`src/rtl/player_ctl_if.sv`:
```
// Player controller bus: frame tick, key levels and collision flags in;
// player centre position and ground flag out.
//   master : game side (drives ticks/keys/collision flags, reads position)
//   slave  : player_ctl
interface player_ctl_if;
  localparam int unsigned PW = 10;

  logic          frame_tick;
  logic          key_left;
  logic          key_right;
  logic          key_jump;
  logic          collision_up;
  logic          collision_down;
  logic          collision_left;
  logic          collision_right;
  logic [PW-1:0] xpos;
  logic [PW-1:0] ypos;
  logic          on_ground;

  modport master (
    output frame_tick, key_left, key_right, key_jump,
    output collision_up, collision_down, collision_left, collision_right,
    input  xpos, ypos, on_ground
  );

  modport slave (
    input  frame_tick, key_left, key_right, key_jump,
    input  collision_up, collision_down, collision_left, collision_right,
    output xpos, ypos, on_ground
  );
endinterface

```
`src/rtl/player_ctl.sv`:
```
// Per-frame player motion controller: turns key levels into the player
// centre (xpos, ypos) under gravity/jump dynamics, gated by collision flags.
// Ports:
//   clk   : system clock
//   rst_n : asynchronous active-low reset
//   pif   : player_ctl_if.slave (frame_tick, keys, collision flags in;
//           xpos, ypos, on_ground out, all registered)
module player_ctl #(
  parameter int unsigned SIZE    = 16,
  parameter int unsigned X_START = 320,
  parameter int unsigned Y_START = 100,
  parameter int unsigned STEP    = 2,
  parameter int unsigned JUMP_V  = 8,
  parameter int unsigned GRAVITY = 1,
  parameter int unsigned VMAX    = 8,
  parameter int unsigned X_MIN   = 0,
  parameter int unsigned X_MAX   = 799,
  parameter int unsigned Y_MIN   = 0,
  parameter int unsigned Y_MAX   = 599
) (
  input  logic          clk,
  input  logic          rst_n,
  player_ctl_if.slave   pif
);

  localparam int unsigned PW = 10;
  localparam int unsigned CW = 11;
  localparam int unsigned VW = 4;

  // Position limits and step sizes widened so comparisons cannot wrap
  localparam logic [CW-1:0] X_LO   = CW'(X_MIN + SIZE);
  localparam logic [CW-1:0] X_HI   = CW'(X_MAX - SIZE);
  localparam logic [CW-1:0] Y_LO   = CW'(Y_MIN + SIZE);
  localparam logic [CW-1:0] Y_HI   = CW'(Y_MAX - SIZE);
  localparam logic [CW-1:0] STEP_C = CW'(STEP);
  localparam logic [VW-1:0] JUMP_C = VW'(JUMP_V);
  localparam logic [VW-1:0] GRAV_C = VW'(GRAVITY);
  localparam logic [VW:0]   GRAV_W = (VW+1)'(GRAVITY);
  localparam logic [VW:0]   VMAX_W = (VW+1)'(VMAX);

  typedef enum logic [1:0] {GROUND, RISE, FALL} state_e;

  state_e        state_q, state_d;
  logic [VW-1:0] vy_q, vy_d;
  logic [PW-1:0] xpos_q, xpos_d;
  logic [PW-1:0] ypos_q, ypos_d;
  logic          on_ground_q, on_ground_d;
  logic          jump_req_q, jump_req_d;
  logic          key_jump_q, key_jump_d;

  logic          jump_edge;
  logic          jump_now;
  logic [CW-1:0] x_ext;
  logic [CW-1:0] y_ext;
  logic [CW-1:0] vy_ext;
  logic [CW-1:0] x_sum;
  logic [CW-1:0] y_sum;
  logic [VW:0]   vy_inc;

  // State register
  always_ff @(posedge clk or negedge rst_n) begin
    if (!rst_n) begin
      state_q     <= FALL;
      vy_q        <= '0;
      xpos_q      <= PW'(X_START);
      ypos_q      <= PW'(Y_START);
      on_ground_q <= 1'b0;
      jump_req_q  <= 1'b0;
      key_jump_q  <= 1'b0;
    end else begin
      state_q     <= state_d;
      vy_q        <= vy_d;
      xpos_q      <= xpos_d;
      ypos_q      <= ypos_d;
      on_ground_q <= on_ground_d;
      jump_req_q  <= jump_req_d;
      key_jump_q  <= key_jump_d;
    end
  end

  // Next-state: jump latch every cycle, motion only on frame_tick
  always_comb begin
    state_d     = state_q;
    vy_d        = vy_q;
    xpos_d      = xpos_q;
    ypos_d      = ypos_q;
    on_ground_d = on_ground_q;
    key_jump_d  = pif.key_jump;

    jump_edge   = pif.key_jump & ~key_jump_q;
    jump_now    = jump_req_q | jump_edge;
    // A tick always consumes the request, even one arriving on the same edge
    jump_req_d  = pif.frame_tick ? 1'b0 : jump_now;

    x_ext  = {1'b0, xpos_q};
    y_ext  = {1'b0, ypos_q};
    vy_ext = CW'(vy_q);
    x_sum  = x_ext + STEP_C;
    y_sum  = y_ext + vy_ext;
    vy_inc = {1'b0, vy_q} + GRAV_W;

    if (pif.frame_tick) begin
      // Horizontal move, clamped to the screen edges
      if (pif.key_left && !pif.key_right && !pif.collision_left) begin
        if (x_ext < X_LO + STEP_C) xpos_d = PW'(X_LO);
        else                       xpos_d = PW'(x_ext - STEP_C);
      end else if (pif.key_right && !pif.key_left && !pif.collision_right) begin
        if (x_sum > X_HI) xpos_d = PW'(X_HI);
        else              xpos_d = PW'(x_sum);
      end

      // Vertical move
      unique case (state_q)
        GROUND: begin
          if (!pif.collision_down) begin
            state_d = FALL;
            vy_d    = '0;
          end else if (jump_now) begin
            state_d = RISE;
            vy_d    = JUMP_C;
          end
        end
        RISE: begin
          if (pif.collision_up || vy_q == '0) begin
            state_d = FALL;
            vy_d    = '0;
          end else if (y_ext < Y_LO + vy_ext) begin
            // Rearranged from ypos-vy < Y_LO so the subtraction never underflows
            ypos_d  = PW'(Y_LO);
            state_d = FALL;
            vy_d    = '0;
          end else begin
            ypos_d = PW'(y_ext - vy_ext);
            vy_d   = (vy_q > GRAV_C) ? vy_q - GRAV_C : '0;
          end
        end
        FALL: begin
          if (pif.collision_down) begin
            state_d = GROUND;
            vy_d    = '0;
          end else if (y_sum >= Y_HI) begin
            ypos_d  = PW'(Y_HI);
            state_d = GROUND;
            vy_d    = '0;
          end else begin
            ypos_d = PW'(y_sum);
            vy_d   = (vy_inc >= VMAX_W) ? VW'(VMAX_W) : VW'(vy_inc);
          end
        end
        default: begin
          state_d = FALL;
          vy_d    = '0;
        end
      endcase

      on_ground_d = (state_d == GROUND);
    end
  end

  assign pif.xpos      = xpos_q;
  assign pif.ypos      = ypos_q;
  assign pif.on_ground = on_ground_q;

endmodule

```
`src/flat_wrapper.sv`:
```
// flat-port wrapper written by rule: the top's interface ports become plain ports
module player_ctl_flat 
#(
  parameter int unsigned SIZE    = 16,
  parameter int unsigned X_START = 320,
  parameter int unsigned Y_START = 100,
  parameter int unsigned STEP    = 2,
  parameter int unsigned JUMP_V  = 8,
  parameter int unsigned GRAVITY = 1,
  parameter int unsigned VMAX    = 8,
  parameter int unsigned X_MIN   = 0,
  parameter int unsigned X_MAX   = 799,
  parameter int unsigned Y_MIN   = 0,
  parameter int unsigned Y_MAX   = 599
)
  (clk, rst_n, pif_frame_tick, pif_key_left, pif_key_right, pif_key_jump, pif_collision_up, pif_collision_down, pif_collision_left, pif_collision_right, pif_xpos, pif_ypos, pif_on_ground);
  player_ctl_if pif_i ();
  input  logic clk;
  input  logic rst_n;
  input wire logic [$bits(pif_i.frame_tick)-1:0] pif_frame_tick;
  input wire logic [$bits(pif_i.key_left)-1:0] pif_key_left;
  input wire logic [$bits(pif_i.key_right)-1:0] pif_key_right;
  input wire logic [$bits(pif_i.key_jump)-1:0] pif_key_jump;
  input wire logic [$bits(pif_i.collision_up)-1:0] pif_collision_up;
  input wire logic [$bits(pif_i.collision_down)-1:0] pif_collision_down;
  input wire logic [$bits(pif_i.collision_left)-1:0] pif_collision_left;
  input wire logic [$bits(pif_i.collision_right)-1:0] pif_collision_right;
  output wire logic [$bits(pif_i.xpos)-1:0] pif_xpos;
  output wire logic [$bits(pif_i.ypos)-1:0] pif_ypos;
  output wire logic [$bits(pif_i.on_ground)-1:0] pif_on_ground;
  assign pif_i.frame_tick = pif_frame_tick;
  assign pif_i.key_left = pif_key_left;
  assign pif_i.key_right = pif_key_right;
  assign pif_i.key_jump = pif_key_jump;
  assign pif_i.collision_up = pif_collision_up;
  assign pif_i.collision_down = pif_collision_down;
  assign pif_i.collision_left = pif_collision_left;
  assign pif_i.collision_right = pif_collision_right;
  assign pif_xpos = pif_i.xpos;
  assign pif_ypos = pif_i.ypos;
  assign pif_on_ground = pif_i.on_ground;
  player_ctl #(.SIZE(SIZE), .X_START(X_START), .Y_START(Y_START), .STEP(STEP), .JUMP_V(JUMP_V), .GRAVITY(GRAVITY), .VMAX(VMAX), .X_MIN(X_MIN), .X_MAX(X_MAX), .Y_MIN(Y_MIN), .Y_MAX(Y_MAX)) u_core (.clk(clk), .rst_n(rst_n), .pif(pif_i));
endmodule
```
`config.mk`:
```
export PLATFORM = sky130hd
export DESIGN_NAME = player_ctl_flat
export DESIGN_NICKNAME = d
export VERILOG_FILES = /design/src/rtl/player_ctl_if.sv /design/src/rtl/player_ctl.sv /design/src/flat_wrapper.sv
export SDC_FILE = /design/constraint.sdc
export NUM_CORES = 1
export LEC_CHECK = 0
export CAP_MARGIN = 40
export CORE_MARGIN = 10
export CORE_UTILIZATION = 30
export DETAILED_ROUTE_END_ITERATION = 16
export GPL_TIMING_DRIVEN = 0
export SYNTH_ARGS = -nofsm -noshare
export SYNTH_HDL_FRONTEND = slang
export SYNTH_SLANG_ARGS = --single-unit
```
`constraint.sdc`:
```
create_clock -name clk -period 7.9 [get_ports clk]
set_input_delay 0.79 -clock clk [delete_from_list [all_inputs] [get_ports clk]]
set_output_delay 0.79 -clock clk [all_outputs]
set_load 0.005 [all_outputs]
```
### Yosys cells after proc, flatten, opt, wreduce, memory -nomap -nowiden

Index checks and enable logic that the tools add are counted.

| word-level totals | value |
|---|---|
| register bits | 29 |
| latch bits | 0 |
| RAM bits | 0 |
| ROM bits | 0 |
| input port bits | 10 |
| output and inout bits | 21 |
| memories | 0 |

| cells by class | value |
|---|---|
| $add $sub $neg | 7 |
| multipliers | 0 |
| divide/modulo/power cells | 0 |
| order comparisons | 6 |
| equal/unequal tests | 5 |
| shift operators | 0 |
| muxes and demuxes | 27 |
| bitwise gates (word level) | 3 |
| reductions and logical operators | 17 |

Operator list:

| kind | count |
|---|---|
| 10-bit two-way mux | 8 |
| 4-bit two-way mux | 8 |
| 10-bit one-hot mux with 2 select lines | 1 |
| 2-bit two-way mux | 7 |
| 4-bit one-hot mux with 3 select lines | 1 |
| 10-bit by 2-bit adder with 11-bit output, second input constant | 1 |
| 10-bit by 4-bit adder with 11-bit output | 1 |
| 11-bit by 10-bit >= comparator with 1-bit output, second input constant | 1 |
| 11-bit by 10-bit greater-than comparator with 1-bit output, second input constant | 1 |
| 10-bit by 11-bit less-than comparator with 1-bit output | 1 |
| 10-bit by 5-bit less-than comparator with 1-bit output, second input constant | 1 |
| 10-bit by 2-bit subtractor with 10-bit output, second input constant | 1 |
| 10-bit by 4-bit subtractor with 10-bit output | 1 |
| 5-bit by 4-bit adder with 6-bit output, first input constant | 1 |
| 2-bit one-hot mux with 3 select lines | 1 |
| 4-bit by 1-bit adder with 5-bit output, second input constant | 1 |
| 5-bit by 4-bit >= comparator with 1-bit output, second input constant | 1 |
| 4-bit by 1-bit greater-than comparator with 1-bit output, second input constant | 1 |
| 1-bit logical AND | 4 |
| 1-bit logical NOT | 4 |
| 2-bit logical NOT | 2 |
| 4-bit logical NOT | 1 |
| 2-bit != test, second input constant | 2 |
| 2-bit AND reduction | 2 |
| other kinds (11) | 12 |

### Depth between registers and ports, before layout

| depth | value |
|---|---|
| depth in word-level cells | 8 |
| mapped depth | 10 |
| depth with buffers taken out | 9 |

### Least setup slack after synthesis

No wires, ideal clock.

| timing path | value |
|---|---|
| path kind | reg-to-reg |
| from | register u_core.vy_q[0] |
| to | register u_core.vy_q[3] |
| setup time | 0.099 ns |
| arrival | 2.613 ns |
| setup slack | 5.188 ns |
| cell stages (with the launch flop) | 10 |
| path buffers | 0 |
| period minus slack after synthesis | 2.712 ns |
| cells stage by stage | dfrtp_1 ha_1 inv_1 fa_1 or2_4 a211o_1 and2_4 a311o_1 o21a_4 o311ai_4 |

| between the ends | value |
|---|---|
| cells in the longest elaborated chain, start to end | 6 |

Ends and longest elaborated chain:

| element | line | RTL |
|---|---|---|
| from (decl) | player_ctl.sv:44 | `logic [VW-1:0] vy_q, vy_d;` |
| from (signal assigned) | player_ctl.sv:72 | `vy_q <= vy_d;` |
| parallel branches: the longest is 5 deep, another holds 10-bit by 4-bit adder with 11-bit output | n/a |  |
| 4-bit one-hot mux with 3 select lines (*) | player_ctl.sv:113 | `unique case (state_q)` |

Mark *: on every way between the ends.
A chain may end at the register's enable or synchronous reset.

### Worst setup path after layout

| timing path | value |
|---|---|
| from | register u_core.vy_q[0] |
| to | register u_core.ypos_q[1] (netlist: u_core.pif.ypos[1]) |

| between the ends | value |
|---|---|
| cells in the longest elaborated chain, start to end | 5 |

Ends and longest elaborated chain:

| element | line | RTL |
|---|---|---|
| 10-bit by 4-bit adder with 11-bit output or 5-bit by 4-bit adder with 6-bit output (tied branches) | player_ctl.sv:99, player_ctl.sv:127 |  |
| 11-bit by 10-bit >= comparator with 1-bit output or 10-bit by 11-bit less-than comparator with 1-bit output (tied branches) | player_ctl.sv:141, player_ctl.sv:127 |  |
| 10-bit two-way mux (on tied branches) | player_ctl.sv:141, player_ctl.sv:127 |  |
| 10-bit two-way mux (on tied branches) | player_ctl.sv:138, player_ctl.sv:124 |  |
| 10-bit one-hot mux with 2 select lines | player_ctl.sv:113 |  |
| to (signal assigned) | player_ctl.sv:66 | `ypos_q <= PW'(Y_START);` |
| to (signal assigned) | player_ctl.sv:74 | `ypos_q <= ypos_d;` |
| to (decl) | player_ctl.sv:46 | `logic [PW-1:0] ypos_q, ypos_d;` |

Several ways; a longest one is shown, not always the timed one. The select of a mux whose other input is x is not followed.

==> flow_summary.yaml <==
layout:
  nFillCells: 914
  n_antenna_cell: 0
  area_growth_pct: 19.6
  final_cell_mix: "nor2_1, o21ai_0, clkdlybuf4s50_1, a21oi_1, dfrtp_1"
  multi_input_area_um2: 1870
  drive_gt1_share_pct: 8.05
  layout.nets: 411
  layout.cells.non_filler: 493
  final_common_cell: "nor2_1"
  ff_latch_area_um2: 733
route:
  viasPerCell: 5.65
  routed_wl_mm: 7.85
  dr.pass1.iters: 4
  drt_iter0_markers: 165
  drc: 0
  antenna_left: 0
  wire_per_inst_um: 15.9
  vias: 2783
hold_path:
  hp-class: "flip-flop to flip-flop"
  hold_depth: 2
job:
  cap_viol_max_count: 0
yosys:
  ys.flop_type: "dfrtp_1"
  yosysUniqueCellTypes: 66
  synth_area_leaders: "dfrtp_1, ha_1, dfstp_2"
  syn_area_um2: 2750
  syn_nets: 373
  ys_warn_count: 0
  syn_inst: 346
  yosysSeqAreaShare_pct: 26.6
  synth_area_per_cell_um2: 7.96
  synth.top_cell.area_share_pct: 20.9
  synth-seq-cells: 29
  async_flop_share_pct: 100
  synth-edff-count: 0
  synth.largest_area_cell: "dfrtp_1"
worst_setup_path:
  critical_path_arrival_ns: 3.49
  endpoint_kind: "flip-flop"
  worst_setup_path_start_kind: "flip-flop"
  crit_type: "flip-flop to flip-flop"
  r2r_cells: 9
  worst-path-buf-inv: 1
  cp_num_cells: 9
  cp.required_ns: 8.02
  cp_max_fo: 9
  cp_slowest_cell: "o21ai_0"
  crit_family: "compound AO/OA/AOI/OAI gates"
  path_cells: "ha_1 > inv_1 > fa_1 > or2_4 > a211o_1 > and2_4 > a311o_1 > o21ai_0 > a41oi_1"
  cpPeakStageDelay_ns: 0.59
floorplan:
  dieArea_um2: 13400
  core_area_um2: 8850
  num_rows: 34
  fp.dieH_um: 116
  die_w_um: 116
  io_pins: 31
  start_util_pct: 31.1
sta:
  relSlewSlack_pct: 53.0
  fin_skew_ns: 0.00346
  finalSetupTns_ns: 0
  rsz0062_at_grt: "false"
  finalHoldViolCount: 0
  setup_viol: 0
  finalCritPeriodShare_pct: 42.7
  max_clock_freq_ghz: 0.297
  tightest_slew_ns: 0.698
  fin_crit_ns: 3.37
  report.final.slew_viol_count: 0
global_routing:
  antenna_found_initial: 0
  grt_max_degree: 19
  groute.usage.overall_pct: 11.9
  grt_pass1_wl_mm: 13.1
  overflow: 0
  grt_pass1_vias: 2615
clocking:
  cts.clk_slew.worst_paths_ns: 0.06
  clock-sinks: 29
  cts_hold_buf: 0
  cts_tree: "yes"
  clk_latency_ns: 0.28
  cts_resized: 0
  htree_num_levels: 2
  postCtsSetupBuffers: 0
  cts_buffer_depth: 2
  root_buffer: "clkbuf_8"
  cts_made_buffers: 5
power:
  peakVddDrop_mv: 0.0889
  p_leak_nw: 1.23
  powerDensity_nw_per_um2: 331
place:
  post-place-cells: 485
  place.gp.congestion: 0.867
  portBuffers: 30
  hpwlAfterDp_mm: 6.21
run_status:
  status: "finished clean"
-- cells in the mapped netlist, drive strengths merged (3+ instances only) --
master	number
xor2	4
nand3	13
o221ai	5
nor2	36
nor3b	4
a31oi	3
o21a	6
dfstp	6
o211ai	8
or3	5
a211oi	5
xnor2	6
nor3	14
a21o	5
a32oi	4
o21ai	31
nand4	8
o31ai	7
dfrtp	23
nand2b	3
a211o	3
inv	17
a22oi	5
buf	6
nor2b	5
a21oi	29
clkbuf	13
nand2	18
ha	15
-- worst reg2reg max path: stages (launching register included) --
cell and delay, ns:
dfrtp_1 0.52, ha_1 0.22, inv_1 0.05, fa_1 0.47, or2_4 0.29, a211o_1 0.32, and2_4 0.18, a311o_1 0.33
o21ai_0 0.60, a41oi_1 0.23
-- where the power goes --
group	internal [mW]	total, mW	leakage (nW)	switching [mW]
Combinational	0.296	0.695	0.847	0.399
Clock	0.0709	0.126	0.0455	0.0553
Sequential	0.204	0.270	0.335	0.0663
-- routing by layer --
metal	track usage, %	vias up	wire (µm)	part of all wire, %
met5	0	-	0	0
met4	3.17	0	78	0.99
met3	2.64	9	458	5.8
met2	19.8	77	3720	47
met1	15.2	1319	3590	46
li1	-	1378	-	-
-- per-stage QoR --
stage	hold WS [ns]	area [µm²]	setup slack (ns)	power [mW]	util [%]
after floorplan	0.485	2750	5.19	0.734	-
after global placement	0.516	3190	4.59	0.952	36.0
after detailed placement	0.526	3200	4.55	0.960	36.2
after CTS	0.535	3290	4.54	1.09	37.2
after global routing	0.551	3290	4.37	1.19	37.2
final	0.530	3290	4.53	1.09	37.2
-- flip-flops by register name (all words and copies together) (netlist names) --
name / flops
u_core.pif.xpos: 10
u_core.state_q: 2
u_core.pif.on_ground: 1
u_core.pif.ypos: 10
u_core.key_jump_q: 1
u_core.jump_req_q: 1
u_core.vy_q: 4
-- cell type report --
type	instances	share of cell area, %
Inverter	17	1.94
Clock buffer	8	2.73
Sequential cell	29	22.3
Timing Repair Buffer	31	9.57
Tap cell	108	4.10
Buffer	19	2.66
Multi-Input combinational cell	281	56.7
-- cells by family after synthesis --
logic type / share of synthesized area [%]
AO/OA/AOI/OAI: 32.5
multiplexers: 1.14
adder cells (fa/ha/maj): 8.27
AND/OR/NAND/NOR: 22.8
flip-flops: 26.6
buffers and inverters: 5.50
XOR/XNOR: 3.18
-- worst paths after layout --
check,start,endpoint,slack [ns]
hold reg to reg,u_core.pif.ypos[2],u_core.pif.ypos[2],0.53
setup reg to reg,u_core.vy_q[0],u_core.pif.ypos[1],4.53
max in group asynchronous,rst_n,u_core.pif.ypos[2],6.43
min in group asynchronous,rst_n,u_core.pif.xpos[5],0.87
hold / removal,u_core.pif.ypos[2],u_core.pif.ypos[2],0.53
setup / recovery,u_core.vy_q[0],u_core.pif.ypos[1],4.53
(Power assumes the default switching activity.)
==> RTL edit 1: new RTL, same settings <==
Change the localparam `VW` from 4 to 6.
--- a/src/rtl/player_ctl.sv
+++ b/src/rtl/player_ctl.sv
@@ -27,3 +27,3 @@
   localparam int unsigned CW = 11;
-  localparam int unsigned VW = 4;
+  localparam int unsigned VW = 6;
 
Behaviour: same outputs for any inputs over 4 cycles, from zero or initial values and one cycle with rst_n low; that may be too few to reach the edited logic, so the function may still have changed.
==> RTL edit 1 against the original RTL <==
Synthesized cell count grew 14%; worst setup slack got worse by 0.36 ns; design area up 8.2%; sequential cell count rose by 2; wire length rose by 15%; synthesized area increased by 9.3%; critical path depth increased by 3; total power rose by 2.1%; via count increased by 11%; first-iteration DRC count grew 71%; combinational power down 2%; die area increased by 7.7%; critical endpoint is now u_core.pif.ypos[6]; largest cell class unchanged.
==> RTL edit 1: results (changes against the original RTL) <==
| Metric | Value |
|---|---|
| Status | `finished clean (unchanged)` |
| Mapped Nets | `428 (was 373)` |
| Routability Congestion | `0.889 (was 0.867)` |
| Fillers | `1,044 (was 914)` |
| Adder-Cell Fraction of Synth Area | `0.105 (was 0.0827)` |
| Library cells used by synthesis | `65 (was 66)` |
| WL final | `9000 um (was 7850 um)` |
| Vias in the first global route | `3,017 (was 2,615)` |
| Achievable Freq | `268 MHz (was 297 MHz)` |
| Metal2 WL | `4070 um (was 3720 um)` |
| Hpwl dp | `6790 um (was 6210 um)` |
| Multi-In Gates | `317 (was 281)` |
| Worst hold margin | `0.494 ns (was 0.530 ns)` |
| XOR/XNOR Fraction of Synth Area | `0.0262 (was 0.0318)` |
| Met3 wire length | `456 um (was 458 um)` |
| Global routing met3 resource utilization | `0.0186 (was 0.0264)` |
| Post-Syn Instances | `394 (was 346)` |
| Vias | `3,082 (was 2,783)` |
| ClkCell Share | `0.0291 (was 0.0273)` |
| CP arrival | `3.96 ns (was 3.49 ns)` |
| Seq/Total Area, Yosys | `0.260 (was 0.266)` |
| FF-to-FF path depth | `12 (was 9)` |
| Commonest cells post-synth | `nand2_1 (34), nor2_1 (34), a21oi_1 (33) (was nor2_1 (36), o21ai_0 (30), a21oi_1 (29))` |
| Register area | `783 sq um (was 733 sq um)` |
| Plain + repair buffers | `47 (was 50)` |
| Sequential share of cell area | `0.220 (was 0.223)` |
| Post-synthesis compound-gate area fraction | `0.290 (was 0.325)` |
| Met1 Routed Length | `4360 um (was 3590 um)` |
| Slowest-stage cell, CP | `o31ai_1 (was o21ai_0)` |
| Leakage | `0.00142 uW (was 0.00123 uW)` |
| Flop pwr share | `0.262 (was 0.248)` |
| Clock buffer count | `7 (was 8)` |
| Fraction of layout cells with a size suffix above 1 | `0.0789 (was 0.0805)` |
| Non-clock inverters | `28 (was 17)` |
| Reg-to-reg slack, setup | `4.17 ns (was 4.53 ns)` |
| Tot GR Track Use | `0.125 (was 0.119)` |
| Dominant cells by area after synthesis | `dfrtp_1 (21%), ha_1 (9.1%), a21oi_1 (5.5%), dfstp_2 (5.2%), o21ai_0 (5.0%) (was dfrtp_1 (21%), ha_1 (6.8%), dfstp_2 (5.7%), o21ai_0 (5.5%), a21oi_1 (5.3%))` |
| Wirelength per Cell | `16.0 um (was 15.9 um)` |
| Initial DRC Count | `282 (was 165)` |
| Max Clock Skew | `0.0116 ns (was 0.00346 ns)` |
| Sw frac | `0.466 (was 0.477)` |
| Dpl cells | `556 (was 485)` |
| Maximum VDD drop | `0.0824 mV (was 0.0889 mV)` |
| Port Buffer Count | `29 (was 30)` |
| Largest net degree at the start of global routing | `32 (was 19)` |
| Maximum fanout along the worst path | `10 (was 9)` |
| Delay of the slowest critical-path stage | `0.78 ns (was 0.59 ns)` |
| R2R Path End | `u_core.pif.ypos[6] (was u_core.pif.ypos[1])` |
## RTL edit 1: cell count changes in the layout (fill, tap and decap cells not counted), moves of 5 or more
| cell | delta |
|---|---|
| ha_1 | +7 |
| inv_1 | +10 |
| and3_1 | +7 |
| and2_1 | +6 |
| nand2_1 | +16 |
| a31oi_1 | +5 |
## RTL edit 1: worst max-delay path by stage
| stage | from | end | slack, ns | depth (start not counted) |
|---|---|---|---|---|
| floorplan | u_core.vy_q[0] | u_core.pif.ypos[6] | 4.81 | 11 |
| global placement | u_core.vy_q[0] | u_core.pif.ypos[6] | 4.30 | 12 |
| detailed placement | u_core.vy_q[0] | u_core.pif.ypos[6] | 4.29 | 12 |
| CTS | u_core.vy_q[0] | u_core.pif.ypos[6] | 4.26 | 12 |
| global route | u_core.vy_q[0] | u_core.pif.ypos[6] | 3.92 | 12 |
| finish | u_core.vy_q[0] | u_core.pif.ypos[6] | 4.17 | 12 |
==> RTL edit 2: new RTL, same flow settings <==
Made on the original files. Reset style: synchronous (`rst_n`), changed in one clocked block. Comments in the files are not updated.
--- a/src/rtl/player_ctl.sv
+++ b/src/rtl/player_ctl.sv
@@ -60,3 +60,3 @@
   // State register
-  always_ff @(posedge clk or negedge rst_n) begin
+  always_ff @(posedge clk) begin
     if (!rst_n) begin
Behaviour: differs if rst_n is asserted again (counterexample within 4 cycles, from zero or initial values and one cycle with rst_n low); with rst_n held inactive, the same outputs for 4 cycles.
==> RTL edit 2 against the original RTL <==
Sequential cell count unchanged; design area increased by 0.57%; synthesized area increased by 0.68%; wire length increased by 12%; worst setup slack improved by 0.17 ns; global-route usage increased by 1.4 points.
Power is not compared: it rests on default switching activity, and its combinational part moved more than twofold at a synthesized area within 25%.
==> RTL edit 2: results (changes against the original RTL) <==
| Metric | Value |
|---|---|
| Fin area | `3310 sq um (was 3290 sq um)` |
| Tot GR Track Use | `0.133 (was 0.119)` |
| Buffering overhead | `0.122 (about the same)` |
| Fillers | `971 (was 914)` |
| First-pass GRT wire length | `14,600 um (was 13,100 um)` |
| DR pass1 iterations | `5 (was 4)` |
| Metal2 WL | `4160 um (was 3720 um)` |
| GR Util met2 | `0.217 (was 0.198)` |
| Met3 wire length | `706 um (was 458 um)` |
| Slowest-stage cell, CP | `fa_1 (was o21ai_0)` |
| Power Total | `around 420 uW` |
| Non-filler cells, final | `527 (was 493)` |
| Area of the multi-input gates | `2010 sq um (was 1870 sq um)` |
| Commonest cells post-synth | `o21ai_0 (37), nand2_1 (32), dfxtp_1 (29), nor2_1 (29), a21oi_1 (20) (was nor2_1 (36), o21ai_0 (30), a21oi_1 (29))` |
| CP arrival | `3.40 ns (was 3.49 ns)` |
| Dominant cells by area after synthesis | `dfxtp_1 (21%), ha_1 (6.8%), o21ai_0 (6.7%), nand2_1 (4.3%), nor2_1 (3.9%) (was dfrtp_1 (21%), ha_1 (6.8%), dfstp_2 (5.7%), o21ai_0 (5.5%), a21oi_1 (5.3%))` |
| Wirelength per Cell | `16.7 um (was 15.9 um)` |
| Async S/R FF share, synth | `0 (was 1.00)` |
| Fraction of layout cells with a size suffix above 1 | `0.0673 (was 0.0805)` |
| Seq/Total Area, Yosys | `0.209 (was 0.266)` |
| Critical Path End | `u_core.vy_q[0] (was u_core.pif.ypos[1])` |
| Post-Syn Instances | `378 (was 346)` |
| Global routing usage on met1 | `0.167 (was 0.152)` |
| Worst hold margin | `0.475 ns (was 0.530 ns)` |
| Global routing met3 resource utilization | `0.0277 (was 0.0264)` |
| Placed cell area | `3210 sq um (was 3200 sq um)` |
| Worst slew pin tran | `0.721 ns (was 0.698 ns)` |
| Multi-In Gates | `306 (was 281)` |
| Mapped Nets | `405 (was 373)` |
| Dpl cells | `519 (was 485)` |
| Sequential share of cell area | `0.175 (was 0.223)` |
| Vias in the first global route | `2,945 (was 2,615)` |
| Maximum fanout along the worst path | `8 (was 9)` |
| Crit path max-delay family | `simple AND/OR/NAND/NOR gates (was compound AO/OA/AOI/OAI gates)` |
| Initial DRC Count | `230 (was 165)` |
| Hold Path End | `u_core.pif.on_ground (was u_core.pif.ypos[2])` |
| Seq cells | `29 (unchanged)` |
| Delay of the slowest critical-path stage | `0.53 ns (was 0.59 ns)` |
| ClkCell Share | `0.0306 (was 0.0273)` |
| Status | `finished clean (unchanged)` |
| Max Clock Skew | `0.00434 ns (was 0.00346 ns)` |
| CP startpoint | `u_core.vy_q[1] (was u_core.vy_q[0])` |
| Period utilization | `0.405 (was 0.427)` |
## RTL edit 2: cell count changes in the layout (fill, tap and decap cells not counted), sizes merged, moves of 5 or more
cell / before / now
a21boi: 0 / 5
a21oi: 29 / 20
a31oi: 3 / 15
dfrtp: 23 / 0
dfstp: 6 / 0
dfxtp: 0 / 29
nand2: 18 / 32
nor2: 36 / 29
o211ai: 8 / 2
o21ai: 31 / 39
## RTL edit 2: kinds of logic after synthesis
logic type      Yosys count  synth area share
compound gates          142             0.352
simple gates            135             0.252
flops                    29             0.209
xor+xnor                 10            0.0316
mux                       2           0.00812
buf+inv                  43            0.0650
fa+ha+maj                17            0.0821
## RTL edit 2: worst register-to-register path, stage by stage, from the launching register on
cell,delay [ns]
dfxtp_1,0.50
inv_1,0.23
fa_1,0.53
nor2_1,0.25
o311ai_1,0.19
or4_1,0.46
a221oi_2,0.31
or2_1,0.15
buf_6,0.14
nand3_4,0.09
o41ai_2,0.26
